<file path="src/rtl/pipe_pkg.sv">
// Shared pipeline definitions for the instruction-fetch stage.
//   PIPE_NOP_INST  : encoding of the bubble instruction (sll $0,$0,0)
//   PIPE_RESET_PC  : default PC after reset
//   fetch_state_e  : fetch FSM encoding (2 bits)
//   word_align()   : clears the byte-offset bits of an address
package pipe_pkg;

    localparam logic [31:0] PIPE_NOP_INST = 32'h0000_0000;
    localparam logic [31:0] PIPE_RESET_PC = 32'h8000_0000;

    typedef enum logic [1:0] {
        S_REQ  = 2'd0,  // request outstanding on the memory port
        S_HOLD = 2'd1,  // response captured while the pipe was stalled
        S_DROP = 2'd2   // stale request in flight, its data will be discarded
    } fetch_state_e;

    function automatic logic [31:0] word_align(input logic [31:0] addr);
        return {addr[31:2], 2'b00};
    endfunction

endpackage

</file>
<file path="src/rtl/fetch_skid_buf.sv">
// One-entry instruction hold buffer used while the fetch stage is stalled
// with a response already returned by memory.
// Ports:
//   clk, reset   : clock, synchronous active-high reset
//   load         : capture data_in and mark full (wins over clear)
//   clear        : mark empty
//   data_in      : instruction from memory
//   data_out     : held instruction
//   full         : 1 = data_out holds a valid instruction
module fetch_skid_buf
    import pipe_pkg::*;
(
    input  logic        clk,
    input  logic        reset,
    input  logic        load,
    input  logic        clear,
    input  logic [31:0] data_in,
    output logic [31:0] data_out,
    output logic        full
);

    logic [31:0] data_q, data_d;
    logic        full_q, full_d;

    always_comb begin
        data_d = data_q;
        full_d = full_q;
        if (load) begin
            data_d = data_in;
            full_d = 1'b1;
        end else if (clear) begin
            full_d = 1'b0;
        end
    end

    always_ff @(posedge clk) begin
        if (reset) begin
            data_q <= PIPE_NOP_INST;
            full_q <= 1'b0;
        end else begin
            data_q <= data_d;
            full_q <= full_d;
        end
    end

    assign data_out = data_q;
    assign full     = full_q;

endmodule

</file>
<file path="src/rtl/if_fetch_unit.sv">
// Instruction-fetch stage with the IF/ID pipeline register.
// The PC is only advanced on a completed memory handshake; memory-latency
// cycles reach ID as invalid NOP bubbles.
// Memory handshake: imem_req is held with a stable imem_addr until a cycle in
// which imem_ready is also high; that cycle transfers imem_rdata.
// Ports:
//   clk, reset        : clock, synchronous active-high reset
//   PCWrite           : 0 holds the PC (load-use stall)
//   IF2ID_write       : 0 holds the IF/ID register
//   IF2ID_flush       : 1 overwrites IF/ID with a NOP bubble
//   redirect_valid/pc : taken branch/jump target (low two bits ignored)
//   imem_req/addr     : fetch request and word-aligned address
//   imem_ready/rdata  : memory response
//   pc                : current fetch PC
//   IF2ID_inst/PC_plus4/valid : instruction delivered to ID
//   fetch_state       : FSM state, for observation
module if_fetch_unit
    import pipe_pkg::*;
#(
    parameter logic [31:0] RESET_PC = PIPE_RESET_PC,
    parameter logic [31:0] NOP_INST = PIPE_NOP_INST
) (
    input  logic         clk,
    input  logic         reset,
    input  logic         PCWrite,
    input  logic         IF2ID_write,
    input  logic         IF2ID_flush,
    input  logic         redirect_valid,
    input  logic [31:0]  redirect_pc,
    output logic         imem_req,
    output logic [31:0]  imem_addr,
    input  logic         imem_ready,
    input  logic [31:0]  imem_rdata,
    output logic [31:0]  pc,
    output logic [31:0]  IF2ID_inst,
    output logic [31:0]  IF2ID_PC_plus4,
    output logic         IF2ID_valid,
    output fetch_state_e fetch_state
);

    fetch_state_e state_q, state_d;
    logic [31:0]  pc_q, pc_d;
    logic [31:0]  pend_q, pend_d;
    logic [31:0]  inst_q, inst_d;
    logic [31:0]  pc4_q, pc4_d;
    logic         valid_q, valid_d;

    logic         buf_load, buf_clear, buf_full;
    logic [31:0]  buf_data;

    // New instruction offered to IF/ID this cycle (before flush/hold priority).
    logic         if_load;
    logic [31:0]  if_new_inst;

    logic [31:0]  redir_aligned;
    logic [31:0]  pc_plus4;

    assign redir_aligned = word_align(redirect_pc);
    assign pc_plus4      = pc_q + 32'd4;

    fetch_skid_buf u_skid (
        .clk      (clk),
        .reset    (reset),
        .load     (buf_load),
        .clear    (buf_clear),
        .data_in  (imem_rdata),
        .data_out (buf_data),
        .full     (buf_full)
    );

    // Fetch FSM: next state, PC, pending target and skid-buffer control.
    always_comb begin
        state_d     = state_q;
        pc_d        = pc_q;
        pend_d      = pend_q;
        buf_load    = 1'b0;
        buf_clear   = 1'b0;
        if_load     = 1'b0;
        if_new_inst = imem_rdata;

        case (state_q)
            S_REQ: begin
                if (imem_ready) begin
                    if (redirect_valid) begin
                        // Wrong-path response: drop it and restart at target.
                        pc_d = redir_aligned;
                    end else if (PCWrite && IF2ID_write) begin
                        if_load     = 1'b1;
                        if_new_inst = imem_rdata;
                        pc_d        = pc_plus4;
                    end else begin
                        // Stalled: park the response, stop requesting.
                        buf_load = 1'b1;
                        state_d  = S_HOLD;
                    end
                end else if (redirect_valid) begin
                    // The request must complete at its old address first.
                    pend_d  = redir_aligned;
                    state_d = S_DROP;
                end
            end

            S_HOLD: begin
                if (redirect_valid) begin
                    buf_clear = 1'b1;
                    pc_d      = redir_aligned;
                    state_d   = S_REQ;
                end else if (PCWrite && IF2ID_write && buf_full) begin
                    if_load     = 1'b1;
                    if_new_inst = buf_data;
                    buf_clear   = 1'b1;
                    pc_d        = pc_plus4;
                    state_d     = S_REQ;
                end
            end

            S_DROP: begin
                if (redirect_valid) begin
                    pend_d = redir_aligned;  // latest redirect wins
                end
                if (imem_ready) begin
                    pc_d    = redirect_valid ? redir_aligned : pend_q;
                    state_d = S_REQ;
                end
            end

            default: begin
                state_d = S_REQ;
            end
        endcase
    end

    // IF/ID register: flush beats hold beats load/bubble.
    always_comb begin
        inst_d  = inst_q;
        pc4_d   = pc4_q;
        valid_d = valid_q;
        if (IF2ID_flush) begin
            inst_d  = NOP_INST;
            valid_d = 1'b0;
        end else if (!IF2ID_write) begin
            inst_d  = inst_q;
        end else if (if_load) begin
            inst_d  = if_new_inst;
            pc4_d   = pc_plus4;
            valid_d = 1'b1;
        end else begin
            inst_d  = NOP_INST;
            valid_d = 1'b0;
        end
    end

    always_ff @(posedge clk) begin
        if (reset) begin
            state_q <= S_REQ;
            pc_q    <= RESET_PC;
            pend_q  <= 32'd0;
            inst_q  <= NOP_INST;
            pc4_q   <= RESET_PC;
            valid_q <= 1'b0;
        end else begin
            state_q <= state_d;
            pc_q    <= pc_d;
            pend_q  <= pend_d;
            inst_q  <= inst_d;
            pc4_q   <= pc4_d;
            valid_q <= valid_d;
        end
    end

    assign imem_req       = ((state_q == S_REQ) || (state_q == S_DROP)) && !reset;
    assign imem_addr      = word_align(pc_q);
    assign pc             = pc_q;
    assign IF2ID_inst     = inst_q;
    assign IF2ID_PC_plus4 = pc4_q;
    assign IF2ID_valid    = valid_q;
    assign fetch_state    = state_q;

endmodule
</file>
<file path="config.mk">
export PLATFORM = sky130hd
export DESIGN_NAME = if_fetch_unit
export DESIGN_NICKNAME = d
export VERILOG_FILES = /design/src/rtl/pipe_pkg.sv /design/src/rtl/fetch_skid_buf.sv /design/src/rtl/if_fetch_unit.sv
export SDC_FILE = /design/constraint.sdc
export NUM_CORES = 1
export LEC_CHECK = 0
export ABC_AREA = 1
export ABC_CLOCK_PERIOD_IN_PS = 1400
export BUFFER_PORTS_ARGS = -buffer_cell sky130_fd_sc_hd__buf_4
export CAP_MARGIN = 10
export CELL_PAD_IN_SITES_DETAIL_PLACEMENT = 1
export CELL_PAD_IN_SITES_GLOBAL_PLACEMENT = 1
export CORE_ASPECT_RATIO = 1.25
export CORE_MARGIN = 2
export CORE_UTILIZATION = 34
export DETAILED_ROUTE_END_ITERATION = 16
export HOLD_SLACK_MARGIN = 0.15
export PLACE_DENSITY = 0.86
export SYNTH_ARGS = -nofsm -noshare
export SYNTH_HDL_FRONTEND = slang
export SYNTH_SLANG_ARGS = --single-unit
</file>
<file path="constraint.sdc">
create_clock -name clk -period 1.4 [get_ports clk]
set_clock_uncertainty 0.1 [all_clocks]
set_input_delay 0.21 -clock clk [delete_from_list [all_inputs] [get_ports clk]]
set_output_delay 0.21 -clock clk [all_outputs]
set_load 0.03 [all_outputs]
</file>
### Yosys cells after proc, flatten, opt, wreduce, memory -nomap -nowiden

Index checks and enable logic that the tools add are counted.

| word-level totals | value |
|---|---|
| bits in registers | 164 |
| word-level logic and storage cells | 71 |
| input bits | 71 |

| operators by class | value |
|---|---|
| equality and inequality tests | 10 |
| multiplexer cells | 37 |
| add/subtract/negate cells | 1 |
| reduce and logical (&&, ||, !) cells | 14 |
| bitwise operators | 1 |

Operator list:

| cell | number |
|---|---|
| 32-bit 2-to-1 mux | 12 |
| 32-bit one-hot mux with 3 select lines | 1 |
| 32-bit one-hot mux with 2 select lines | 1 |
| 32-bit by 3-bit adder with 32-bit output, second input constant | 1 |
| 3-bit inequality test, second input constant | 5 |
| 1-bit 2-to-1 mux | 14 |
| 2-bit 2-to-1 mux | 7 |
| 5-bit AND reduction | 2 |
| 2-bit inequality test, second input constant | 3 |
| 2-bit one-hot mux with 3 select lines | 1 |
| 2-bit nonzero test | 2 |
| 1-bit logical AND | 3 |
| 3-bit AND reduction | 1 |
| 3-bit nonzero test | 1 |
| 2-bit by 1-bit == test with 1-bit output, second input constant | 1 |
| 2-bit == test, second input constant | 1 |
| 2-bit zero test | 1 |
| 1-bit one-hot mux with 2 select lines | 1 |
| 2-bit AND reduction | 1 |
| 2-bit OR reduction | 1 |
| 1-bit zero test | 1 |
| 1-bit logical OR | 1 |
| 1-bit NOT | 1 |

### Depth between registers and ports, before layout

| logic depth | value |
|---|---|
| word-level depth | 7 |
| gate-level depth with buffers | 12 |
| mapped depth without buffers | 11 |

### Modules after synthesis

From an unflattened synthesis, not the netlist that was laid out.

| unflattened totals | value |
|---|---|
| cells, all modules | 1156 |
| area total of the unflattened synthesis | 7842.5 sq um |

Modules (own cells, without submodules):

| module | cells each | sequential area each (sq um) | area an instance (sq um) | times used |
|---|---|---|---|---|
| if_fetch_unit | 1013 | 2622.5 | 6690.2 | 1 |
| fetch_skid_buf | 143 | 660.6 | 1152.4 | 1 |

### Least setup slack after synthesis

OpenSTA, ideal clock, no wires.

| timing path | value |
|---|---|
| kind | flip-flop to flip-flop |
| from | register pc_q[2], in the netlist pc[2] |
| to | register pc4_q[20], in the netlist IF2ID_PC_plus4[20] |
| buffers on the path | 0 |
| library setup time | 0.113 ns |
| path slack | -0.402 ns |
| data arrival time | 1.589 ns |
| cell stages (with the launch flop) | 11 |
| path through | dfxtp_1 ha_1 nand3_2 inv_2 nand2_2 nor2_2 nand2_1 nand2_1 nand2_1 o21ai_1 inv_1 |

| on the way | value |
|---|---|
| cells in the longest elaborated chain, start to end | 1 |

Ends and longest elaborated chain:

| what | line | RTL |
|---|---|---|
| from (decl) | if_fetch_unit.sv:42 | `logic [31:0] pc_q, pc_d;` |
| from (signal assigned) | if_fetch_unit.sv:163 | `pc_q <= pc_d;` |
| 32-bit by 3-bit adder with 32-bit output | if_fetch_unit.sv:59 | `assign pc_plus4 = pc_q + 32'd4;` |
| to (signal assigned) | if_fetch_unit.sv:166 | `pc4_q <= pc4_d;` |
| to (decl) | if_fetch_unit.sv:45 | `logic [31:0] pc4_q, pc4_d;` |

No other way between the ends.
A chain may end at the register's enable or synchronous reset.

### Worst setup path in the final report

| timing path | value |
|---|---|
| from | register pc_q[4], in the netlist pc[4] |
| to | register pc4_q[15], in the netlist IF2ID_PC_plus4[15] |

The elaborated chain is that of the path after synthesis.

==> impl_results.rst <==
.. list-table::
   :header-rows: 1

   * - Metric
     - Value
   * - Placer congestion estimate
     - 0.891
   * - HPWL reported at the end of detailed placement
     - 22.1 mm
   * - Launching instance or port of the critical path
     - pc[4]
   * - Critical path's largest stage delay
     - 390 ps
   * - R2R Path Start
     - pc[4]
   * - Worst hold-check path type
     - input pin to flop
   * - Antenna violations before repair
     - 0
   * - Count of TritonRoute iterations in the first routing pass
     - 5
   * - Count of flip-flops with a built-in enable after synthesis
     - 0
   * - Netlist cell types
     - 38
   * - Routed Antenna Nets
     - 0
   * - End-of-flow core utilization
     - 66.7%
   * - Number of max-capacitance violations reported
     - 0
   * - H-tree levels
     - 4
   * - Wire length of the first global-routing pass
     - 65.0 mm
   * - Die footprint
     - 24400 um^2
   * - Filler instances
     - 2482
   * - Max IR drop VDD
     - 873 uV
   * - Power density over the cells
     - 1030 nW/um^2
   * - CP max stage cell
     - sky130_fd_sc_hd__dfxtp_4
   * - Portion of the post-synthesis area used by sequential elements
     - 41.6%
   * - TritonCTS clock tree
     - done
   * - Hold slack
     - 198 ps
   * - Post-synth ARST share
     - 0%
   * - Setup ws final
     - -665 ps
   * - Antenna cell count
     - 0
   * - Number of buffers inserted during clock tree synthesis
     - 17
   * - I/O pin count
     - 203
   * - Layout Area Growth over Synthesis
     - 93.6%
   * - Flip-flop and latch count after synthesis
     - 164
   * - Critical Path AT
     - 2320 ps
   * - Ys flop type
     - sky130_fd_sc_hd__dfxtp_1
   * - Clock network latency to the later pin of the worst-skew pair
     - 470 ps
   * - Run status
     - finished, violations left
   * - Total Negative Setup Slacks
     - -47070 ps
   * - Routed vias
     - 10800
   * - Post-route DRC
     - 0
   * - WL per Instance
     - 29.1 um
   * - Number of setup violations in the final report
     - 224
   * - Violations in the final reports
     - setup timing
   * - Number of placed instances, taps included
     - 1663
   * - Core area
     - 22900 um^2
   * - Die outline width
     - 140 um
   * - Register-to-Register Path Depth
     - 8
   * - RSZ-0062 raised after global routing
     - true
   * - Required time of the critical path
     - 1650 ps
   * - Final cycle utilization of the critical path
     - 148%
   * - Min-Delay Startpoint
     - reset
   * - Area of all sequential standard cells
     - 3380 um^2
   * - Largest fanout on the critical path
     - 3
   * - Hold Path Sink
     - pc[17]
   * - Initial core utilization
     - 34.5%
   * - Root buffer cell
     - sky130_fd_sc_hd__clkbuf_16
   * - Die span in y
     - 174 um
   * - Floorplan row count
     - 62
   * - Final cell count without fillers
     - 1833
   * - Synthesized area
     - 7890 um^2
   * - Worst slew pin tran
     - 605 ps
   * - Final hold violation count
     - 0
   * - Via density per instance
     - 5.89
   * - Worst Hold Path Cells
     - 5
   * - Max Freq
     - 484 MHz
   * - Number of global-route vias before repair
     - 11000
   * - Synth Instances
     - 1155
   * - Worst slew margin relative to its limit
     - 59.5%
   * - Clock Sinks
     - 164
   * - Max Root-Sink Buffers
     - 2
   * - Global routing usage summed across all routing layers
     - 35.0%
   * - Multi-input logic area
     - 5790 um^2
   * - Reg2reg setup slack
     - -670 ps
   * - Setup CP Type
     - flop to flop
   * - Clock period minus final worst setup slack
     - 2070 ps
   * - Synth Area per Inst
     - 6.83 um^2
   * - Iteration-0 DRC Markers
     - 790
   * - Sum of overflow across all layers after global routing
     - 0
   * - Net count, final
     - 1604
   * - Largest net degree at the start of global routing
     - 65
   * - Sum of routed wire length over all layers
     - 53.4 mm
   * - Cell breakdown of the critical path
     - nand2_2 -> nor2_4 -> buf_12 -> nand2_2 -> nor2_4 -> xor2_2 -> nor2_2 -> nor2_1
   * - Worst r2r dst
     - IF2ID_PC_plus4[15]
   * - Count of input and output buffers
     - 198
   * - Slew Limit Fails
     - 0
   * - Share of layout cells above drive strength 1
     - 56.3%
   * - Cell leakage power
     - 0.00652 uW
   * - Nature of the critical path startpoint
     - flop
   * - Count of warnings emitted by yosys
     - 0
   * - Clock input transition at the sequential cells of the worst setup and hold paths
     - 90 ps
   * - Setup crit end kind
     - flop
## metrics by stage
step | instance area (um^2) | setup WS (ps) | power [uW]
2_1_floorplan | 8040 | -137 | 6920
3_3_place_gp | 10400 | -231 | 8090
3_5_place_dp | 10400 | -317 | 8180
4_1_cts | 13500 | -207 | 14200
5_1_grt | 15300 | -643 | 16000
6_report | 15300 | -665 | 15700
## synth_stat cells, types with 5 or more instances
cell	n	share of area [%]
sky130_fd_sc_hd__a22oi_1	5	0.48
sky130_fd_sc_hd__buf_2	29	1.8
sky130_fd_sc_hd__o21ai_0	80	5.1
sky130_fd_sc_hd__nand3_1	8	0.51
sky130_fd_sc_hd__o211ai_1	5	0.48
sky130_fd_sc_hd__nand2_1	307	15
sky130_fd_sc_hd__a22o_1	20	2.2
sky130_fd_sc_hd__nand3b_1	11	1.0
sky130_fd_sc_hd__buf_6	6	0.86
sky130_fd_sc_hd__buf_4	35	3.3
sky130_fd_sc_hd__nor2_2	10	0.79
sky130_fd_sc_hd__xor2_1	13	1.4
sky130_fd_sc_hd__inv_2	9	0.43
sky130_fd_sc_hd__clkbuf_1	25	1.2
sky130_fd_sc_hd__a21oi_1	94	6.0
sky130_fd_sc_hd__inv_1	67	3.2
sky130_fd_sc_hd__o21ai_1	36	2.3
sky130_fd_sc_hd__dfxtp_1	164	42
sky130_fd_sc_hd__nor2_1	206	9.8
## repair_timing
item | 4_1_cts | 5_1_grt
endpoints found under the hold margin | 125 | 0
hold buffers | 67 | 0
pin swaps | 93 | 131
cloned | 17 | 5
setup buffers | 24 | 38
setup endpoints to repair | 219 | 224
gates resized for setup | 363 | 399
## how the worst max path moves through the flow
stage / end / slack (ps) / cells after the start
6_report: IF2ID_PC_plus4[15] / -670 / 8
2_1_floorplan: pend_q[14] / -140 / 12
5_1_grt: IF2ID_PC_plus4[15] / -640 / 8
4_1_cts: IF2ID_PC_plus4[20] / -210 / 10
3_3_place_gp: pc[30] / -230 / 8
3_5_place_dp: pc[13] / -320 / 10
## per-layer routing
metal	GRT usage, %	part of all wire, %	vias to the layer above
li1	-	-	4399
met1	35.4	34	5316
met2	64.2	50	734
met3	5.84	6.3	342
met4	25.4	9.7	0
met5	0	0	-
## logic make-up (layout without fill, tap and decap cells)
kind of cell	Yosys count	count (layout)	synth area share [%]
other cells	1	2	0.0475
buf+inv	174	562	11.1
fa+ha+maj	1	1	0.159
compound gates	246	246	17.1
flops	164	164	41.6
simple gates	554	555	28.3
xor+xnor	15	15	1.67
## layout make-up
type | instances | share of cell area, %
clock inverter | 14 | 1.25
clock buffer | 18 | 2.88
timing repair inverter | 3 | 0.410
multi-input combinational | 819 | 37.9
sequential | 164 | 22.2
inverter | 78 | 2.37
tap | 288 | 2.36
timing repair buffer | 449 | 30.7
## power by group
| group | internal, uW | total, uW | switching [uW] |
|---|---|---|---|
| Combinational | 2120 | 4910 | 2790 |
| Sequential | 4970 | 5390 | 416 |
| Clock | 2920 | 5370 | 2450 |
| Total | 10000 | 15700 | 5650 |
## registers in the layout, summed over array words and instances, names as in the netlist
| signal | cells |
|---|---|
| pc | 32 |
| IF2ID_valid | 1 |
| IF2ID_inst | 32 |
| IF2ID_PC_plus4 | 32 |
| u_skid.full | 1 |
| fetch_state | 2 |
| pend_q | 32 |
| u_skid.data_out | 32 |
## placed cells by master, fill, tap and decap left out, types with 5 or more instances in the layout
cell                            netlist  final
sky130_fd_sc_hd__a21oi_1             94     21
sky130_fd_sc_hd__a21oi_2              0     65
sky130_fd_sc_hd__a21oi_4              0      8
sky130_fd_sc_hd__a22o_1              20     13
sky130_fd_sc_hd__a22o_4               0      7
sky130_fd_sc_hd__a22oi_2              0      5
sky130_fd_sc_hd__buf_12               0     32
sky130_fd_sc_hd__buf_16               0     11
sky130_fd_sc_hd__buf_4               35    224
sky130_fd_sc_hd__buf_6                6     97
sky130_fd_sc_hd__buf_8                0     15
sky130_fd_sc_hd__clkbuf_16            0     20
sky130_fd_sc_hd__dfxtp_1            164    132
sky130_fd_sc_hd__dfxtp_2              0      8
sky130_fd_sc_hd__dfxtp_4              0     24
sky130_fd_sc_hd__dlygate4sd3_1        0     67
sky130_fd_sc_hd__inv_1               67     56
sky130_fd_sc_hd__inv_2                9     10
sky130_fd_sc_hd__inv_4                1      8
sky130_fd_sc_hd__inv_6                0      7
sky130_fd_sc_hd__nand2_1            307    217
sky130_fd_sc_hd__nand2_2              3     52
sky130_fd_sc_hd__nand2_4              1     38
sky130_fd_sc_hd__nand2_8              1      6
sky130_fd_sc_hd__nand3_4              0      5
sky130_fd_sc_hd__nand3b_1            11     11
sky130_fd_sc_hd__nor2_1             206     83
sky130_fd_sc_hd__nor2_2              10     67
sky130_fd_sc_hd__nor2_4               2     68
sky130_fd_sc_hd__o211ai_1             5      5
sky130_fd_sc_hd__o21ai_0             80     19
sky130_fd_sc_hd__o21ai_1             36     41
sky130_fd_sc_hd__o21ai_2              0     51
sky130_fd_sc_hd__o21ai_4              0      5
sky130_fd_sc_hd__xor2_4               0      5
## critical path: cells and delay by family (launching register included)
family,cells,cell delay [ps]
buffers and inverters,1,150
AND/OR/NAND/NOR,6,990
flip-flops,1,390
XOR/XNOR,1,320
Power figures use the tool's default switching activity.
